**config.mk**
```make
export PLATFORM = sky130hd
export DESIGN_NAME = final_core
export DESIGN_NICKNAME = d
export VERILOG_FILES = /design/src/rtl/final_core.sv
export SDC_FILE = /design/constraint.sdc
export NUM_CORES = 1
export LEC_CHECK = 0
export BUFFER_PORTS_ARGS = -buffer_cell sky130_fd_sc_hd__buf_2
export CAP_MARGIN = 10
export CELL_PAD_IN_SITES_DETAIL_PLACEMENT = 0
export CELL_PAD_IN_SITES_GLOBAL_PLACEMENT = 1
export CORE_UTILIZATION = 40
export DETAILED_ROUTE_END_ITERATION = 16
export HOLD_SLACK_MARGIN = 0.15
export PLACE_DENSITY = 0.87
export SLEW_MARGIN = 20
export SYNTH_ARGS = -nofsm -noshare
export SYNTH_HDL_FRONTEND = slang
export SYNTH_SLANG_ARGS = --single-unit
```
**constraint.sdc**
```tcl
create_clock -name clk -period 6.07 [get_ports clk]
set_input_delay 0.9105 -clock clk [delete_from_list [all_inputs] [get_ports clk]]
set_output_delay 0.9105 -clock clk [all_outputs]
set_load 0.02 [all_outputs]
```
**src/rtl/final_core.sv**
```systemverilog
// Accumulator with a registered threshold-steered select: x takes b once the
// running sum of a has passed THRESHOLD, otherwise it takes a.
module final_core #(
    parameter int unsigned WIDTH     = 32,
    parameter int unsigned THRESHOLD = 10
) (
    input  logic             clk,
    input  logic             reset_l,
    input  logic [WIDTH-1:0] a,
    input  logic [WIDTH-1:0] b,
    output logic [WIDTH-1:0] x
);

    localparam logic [WIDTH-1:0] THR = WIDTH'(THRESHOLD);

    logic [WIDTH-1:0] accum_q, accum_d;
    logic [WIDTH-1:0] x_q, x_d;

    // Select uses the pre-edge accumulator; the sum wraps modulo 2^WIDTH.
    always_comb begin
        accum_d = accum_q + a;
        x_d     = (accum_q > THR) ? b : a;
    end

    always_ff @(posedge clk or negedge reset_l) begin
        if (!reset_l) begin
            accum_q <= '0;
            x_q     <= '0;
        end else begin
            accum_q <= accum_d;
            x_q     <= x_d;
        end
    end

    assign x = x_q;

endmodule

```
==> reports/qor.txt, run 1 <==
Fin. Hold Viols: 0
max cap viols: 0
# IOs: 98
Most used DFF post-synth: dfrtp_1
Initial Util: 41.5%
Switching Fraction: 42.9%
Yosys cell types: 55
number of synthesized flops with an enable pin: 0
H-tree levels: 3
final count of negative-setup-slack endpoints: 0
Die X-Extent: 100 um
TNS Setup: 0 ps
Slew Viols, Final: 0
CTS tree: built
kind of critical path: in2reg
total power per unit cell area: 481 mW/mm^2
Tot GR Track Use: 19.2%
DR WL/cell: 15.3 um
Least-Margin Pin Slew: 837 ps
Post-CTS Setup Bufs: 0
Synth Register Bits: 64
vias per cell: 5.34
clock group share of total power: 16.0%
PortBufs: 97
final wirelength: 9070 um
die area: 0.0100 sq mm
# rows: 35
startpoint types: input pin
outcome: complete, no violations
Net Sw Power: 0.962 mW
Residual DRC: 0
CTS clock-pin slew for the worst setup and hold paths: 70 ps
Netlist Area Pre-Place: 0.00386 sq mm
1st-iter DRT viols: 148
Hold WC Path Type: reg2reg
unrepaired setup endpoints after global routing: false
Leakage Power: 2.14 nW
Period minus WS final: 2850 ps
clock sinks: 64
WP data arrival: 3110 ps
clk_lat worst skew: 340 ps
fillers: 902
Nets: 558
clock buffer count from CTS: 9
Final Cycle Share: 46.9%
core area: 0.00928 sq mm
Mapped Cells: 360
relative slew slack: 44.2%
grt ovf: 0
internal power: 1.28 mW
hold slack: 500 ps
Worst Path Required: 6330 ps
synth warn: 0
Clock Skews: 8.41 ps
root buffer cell: clkbuf_8
combinational power share: 55.2%
sequential cell area fraction in the yosys report: 41.5%
# hold bufs at CTS: 0
share of power burned in registers: 28.8%
f_max: 351 MHz
pin count of the biggest net entering global routing: 65
Detailed Place HPWL: 6980 um
P&R area growth vs syn: 20.8%
clk buf depth: 2
Max VDD drop: 0.163 mV
fraction of layout cells with a size suffix above 1: 34.3%
die height: 100 um
Crit. End Element: flip-flop
Antenna Cells: 0
Net Count, Synth: 458
antenna violations before repair: 0
global-route wire length before repair: 14900 um
antenna viol nets, final: 0
RD Place Congestion: 0.938
number of global-route vias before repair: 3075
Placed Cells: 578
DR vias: 3166
post-route insts no fill: 593
CP max FO: 5
Post-CTS Resized: 0
syn avg cell area: 10.7 sq um
router iterations before antenna repair: 4
Synth async-reset ratio: 100%
power groups by stage:
stage	Clock, mW	Sequential, mW	Combinational [mW]
after floorplan	0	0.637	0.975
final	0.359	0.645	1.24
after detailed placement	0	0.654	1.22
after global routing	0.388	0.662	1.38
after global placement	0	0.651	1.20
after CTS	0.373	0.647	1.23
through the flow:
stage | util [%] | setup slack [ps] | total power [mW] | cell area (sq um)
after CTS | 50.2 | 3230 | 2.25 | 4660
final | 50.2 | 3220 | 2.24 | 4660
after floorplan | - | 3100 | 1.61 | 3860
after detailed placement | 48.2 | 2870 | 1.88 | 4470
after global placement | 48.2 | 2900 | 1.85 | 4470
after global routing | 50.2 | 3100 | 2.43 | 4660
cells by family after synthesis:
group,after synthesis,synth area share [%]
and+or+nand+nor,87,11.1
muxes,34,9.86
AOI/OAI and AO/OA,99,18.6
DFF,64,41.5
buffers and inverters,15,1.82
xor gates and xnor gates,29,6.59
adders and majority gates,32,10.6
final cells by class:
type,count,area [sq um],share of cell area [%]
Multi-Input combinational cell,281,2190,47.0
Sequential cell,64,1600,34.4
Timing Repair Buffer,99,500,10.7
Tap cell,129,161,3.46
Clock buffer,9,124,2.66
Clock inverter,6,61.3,1.32
Inverter,5,18.8,0.403
cells in the mapped netlist, drive strengths merged, types with 2 or more instances:
cell type / instances / share of area, %
dfrtp: 64 / 42
mux2: 32 / 9.3
a31oi: 5 / 0.81
a21oi: 33 / 4.8
nand3: 9 / 1.2
xnor2: 18 / 4.1
o21ai: 12 / 1.6
nor2b: 2 / 0.32
clkbuf: 4 / 0.39
o2111ai: 2 / 0.45
a41oi: 2 / 0.65
nand2b: 2 / 0.32
nand2: 27 / 2.7
mux2i: 2 / 0.52
a211oi: 3 / 0.84
o21bai: 3 / 0.58
o31ai: 4 / 0.91
buf: 6 / 0.94
a21boi: 2 / 0.78
a21o: 15 / 2.9
nand4: 3 / 0.49
nor3: 9 / 1.3
xor2: 11 / 2.5
nor4: 9 / 1.5
o21a: 4 / 0.78
nor2: 19 / 1.8
inv: 5 / 0.49
ha: 31 / 10
a2111oi: 2 / 0.49
and3: 2 / 0.32
o211ai: 4 / 0.78
a211o: 2 / 0.45
per-layer routing:
metal | vias to the layer above | track usage [%] | routed length (um)
li1 | 1540 | - | -
met3 | 13 | 2.72 | 428
met1 | 1511 | 26.0 | 4220
met2 | 102 | 30.8 | 4240
met4 | 0 | 8.36 | 180
met5 | - | 0 | 0
layout by cell type (no fill, tap or decap), types with 3 or more instances in the layout:
| master | instances |
|---|---|
| nand4_1 | 3 |
| nand2_1 | 26 |
| o31ai_1 | 3 |
| nor3_1 | 8 |
| a21oi_1 | 28 |
| a21oi_2 | 5 |
| ha_1 | 31 |
| clkinv_2 | 3 |
| mux2_2 | 29 |
| o21bai_1 | 3 |
| xor2_1 | 11 |
| nor4_1 | 9 |
| a31oi_1 | 5 |
| a21o_1 | 15 |
| inv_1 | 5 |
| nand3_1 | 9 |
| clkbuf_8 | 9 |
| nor2_1 | 19 |
| buf_2 | 97 |
| dfrtp_1 | 64 |
| o21ai_1 | 5 |
| o211ai_1 | 4 |
| xnor2_1 | 18 |
| mux2_1 | 3 |
| o21ai_0 | 7 |
| o21a_1 | 4 |
state kept, by name, indices dropped and copies added (netlist names):
| name | count |
|---|---|
| x | 32 |
| accum_q | 32 |
final timing paths:
path,from,endpoint,slack [ps],depth (start not counted)
max in group asynchronous,reset_l,accum_q[17],4770,2
min in group asynchronous,reset_l,x[6],760,2
max reg2reg,accum_q[14],x[18],3320,5
max,a[0],accum_q[18],3220,10
min,accum_q[0],accum_q[0],500,1
min reg2reg,accum_q[0],accum_q[0],500,1
worst max-delay path, stage by stage:
cell,delay [ps]
buf_2,110
ha_1,220
fa_1,400
a21o_1,210
a211o_1,300
a211o_1,310
a21boi_4,210
o21ai_1,140
a21oi_2,160
xnor2_1,130
Note: power is estimated with default switching activity, not from simulation.
==> run 2: changes to the inputs <==
ABC_AREA = 1   (was not set)
CORE_UTILIZATION = 35   (was 40)
clock period = 2.3 ns   (was 6.07 ns; I/O delays follow)
==> run 2 against run 1 <==
Against the previous run: cell count up 63%; combinational power rose to 2.8 times the previous value; setup slack worse by 3000 ps; sequential share of layout area down 5.3 points; critical path depth up 2; total power rose to 3.0 times the previous value; wire length up 33%; critical endpoint is now accum_q[28]; largest cell class unchanged.
==> reports/qor.txt, run 2 <==
Yosys cell types: 23
die height: 115 um
Die X-Extent: 115 um
antenna viol nets, final: 0
Leakage Power: 3.32 nW
CP top delay family: simple AND/OR/NAND/NOR gates
CP cell instances: ha_1, fa_1, nand3_1, nand3_1, nand2_1, nand2_1, nand2_1, nand2_1, nand2_1, nand2_1, nand2_1, nand2_1
Fin. Hold Viols: 0
Seq. cell area: 0.00160 sq mm
RD Place Congestion: 0.860
clk buf depth: 2
Hold Crit Depth: 3
outcome: complete, no violations
cells on worst reg2reg path: 12
relative slew slack: 60.9%
Max VDD drop: 0.460 mV
Clock Skews: 5.46 ps
kind of critical path: reg2reg
CP max FO: 4
number of synthesized flops with an enable pin: 0
sequential cell area fraction in the yosys report: 35.8%
Critical Path Stages: 12
top-count cell post-synth: nand2_1
Period minus WS final: 2030 ps
antenna violations before repair: 0
1st-iter DRT viols: 217
top layer in use: met4
pin count of the biggest net entering global routing: 33
CP bufs+invs: 0
root buffer cell: clkbuf_16
post-route cell area: 0.00551 sq mm
fraction of layout cells with a size suffix above 1: 16.5%
clk_lat worst skew: 340 ps
Crit path largest cell delay: 480 ps
unrepaired setup endpoints after global routing: false
PortBufs: 97
Synth Register Bits: 64
grt ovf: 0
Crit. End Element: flip-flop
Core Util, Final: 44.9%
multi-input logic area: 0.00240 sq mm
Most used DFF post-synth: dfrtp_1
Area contributors post-synth: dfrtp_1 (36%), nand2_1 (25%), ha_1 (8.7%), inv_1 (8.5%), nand3_1 (6.6%)
Hold WC Path Type: in2reg
synth warn: 0
cell mode on critical path: nand2_1
DR WL met2: 5240 um
met3 wire len: 559 um
Slew Viols, Final: 0
Final Cycle Share: 88.4%
Residual DRC: 0
CTS clock-pin slew for the worst setup and hold paths: 50 ps
cell taking the most area after synthesis: dfrtp_1
TNS Setup: 0 ps
Initial Util: 36.5%
commonest non-fill, non-tap cell in the layout: nand2_1
share of the synthesized area in the top cell type: 35.8%
top post-synthesis cells by count: nand2_1 (301), inv_1 (102), dfrtp_1 (64), nand3_1 (59), nor2_1 (51)
final count of negative-setup-slack endpoints: 0
CTS tree: built
fillers: 1259
total power per unit cell area: 1220 mW/mm^2
clock sinks: 64
# rows: 40
Netlist Area Pre-Place: 0.00448 sq mm
final wirelength: 12100 um
DR vias: 4249
# IOs: 98
Least-Margin Pin Slew: 587 ps
Post-CTS Resized: 0
WP data arrival: 2260 ps
DR WL/cell: 12.5 um
P&R area growth vs syn: 23.0%
router iterations before antenna repair: 4
Synth async-reset ratio: 100%
number of global-route vias before repair: 4129
Worst Path Required: 2530 ps
Tot GR Track Use: 20.0%
Antenna Cells: 0
commonest cells after routing, fill and taps aside: nand2_1 (301), inv_1 (102), buf_2 (97), dfrtp_1 (64), nand3_1 (59)
placed cell area: 0.00516 sq mm
die area: 0.0133 sq mm
clock buffer count from CTS: 9
startpoint types: flip-flop
vias per cell: 4.41
Detailed Place HPWL: 10100 um
Net Count, Synth: 783
met1 wire length: 6090 um
global-route wire length before repair: 20300 um
syn avg cell area: 6.54 sq um
H-tree levels: 3
max cap viols: 0
hold slack: 198 ps
Nets: 889
slowest cell on the critical path: fa_1
core area: 0.0123 sq mm
Mapped Cells: 685
f_max: 492 MHz
-- run 2: changes by cell type after synthesis, sizes merged, moves of 5 or more --
| cell | change |
|---|---|
| a21o | -14 |
| inv | +107 |
| xnor2 | -16 |
| nand2 | +275 |
| a21oi | -12 |
| a31oi | -5 |
| o21ai | -12 |
| nand3 | +50 |
| nor2 | +33 |
| mux2 | -32 |
| nor4 | -7 |
-- run 2: path summary, 6_finish.rpt --
| check | slack (ps) | endpoint | startpoint |
|---|---|---|---|
| max | 270 | accum_q[28] | accum_q[0] |
| min | 200 | x[22] | b[22] |
| max reg2reg | 270 | accum_q[28] | accum_q[0] |
| min reg2reg | 500 | accum_q[0] | accum_q[0] |
| max in group asynchronous | 1040 | x[16] | reset_l |
| min in group asynchronous | 540 | accum_q[6] | reset_l |
-- run 2: metal layers --
layer,up-vias,global-route usage [%]
met3,15,3.69
met2,90,30.6
met4,0,6.93
met1,1844,28.2
met5,-,0
li1,2300,-
-- run 2: final cells by class --
class / count / share of cell area, %
Tap cell: 168 / 3.82
Clock inverter: 6 / 1.95
Timing Repair Buffer: 104 / 9.81
Multi-Input combinational cell: 499 / 43.5
Sequential cell: 64 / 29.1
Inverter: 113 / 7.70
Clock buffer: 10 / 4.16
-- run 2: cells by family (layout without fill, tap and decap cells) --
family,count (synthesis),count (layout),share of synthesized area [%]
simple gates,427,427,38.3
buf+inv,122,233,10.9
flops,64,64,35.8
fa+ha+maj,32,32,9.11
compound gates,24,24,2.85
xor+xnor,16,16,3.13
-- run 2: worst reg2reg max path, stage by stage (launching register included) --
cell and delay [ps]:
dfrtp_1 380, ha_1 230, fa_1 480, nand3_1 120, nand3_1 100, nand2_1 80, nand2_1 100, nand2_1 80
nand2_1 100, nand2_1 100, nand2_1 50, nand2_1 50, nand2_1 40
-- run 2: power breakdown --
part | internal [mW] | switching (mW)
Combinational | 1.21 | 2.23
Sequential | 1.48 | 0.218
Clock | 1.05 | 0.514
Total | 3.74 | 2.96
-- run 2: timing repair --
action                                 in CTS  in global routing
setup endpoints to repair                   0                  0
hold buffers                                1                  0
buffers inserted                            0                  0
endpoints found under the hold margin      22                  0
-- run 2: per-stage QoR --
stage / instances / total power [mW] / setup WS [ps]
floorplan: 685 / 4.24 / 499
global placement: 947 / 5.13 / 215
detailed placement: 947 / 5.15 / 180
CTS: 964 / 6.74 / 265
global route: 964 / 7.38 / 48.7
finish: 964 / 6.70 / 267
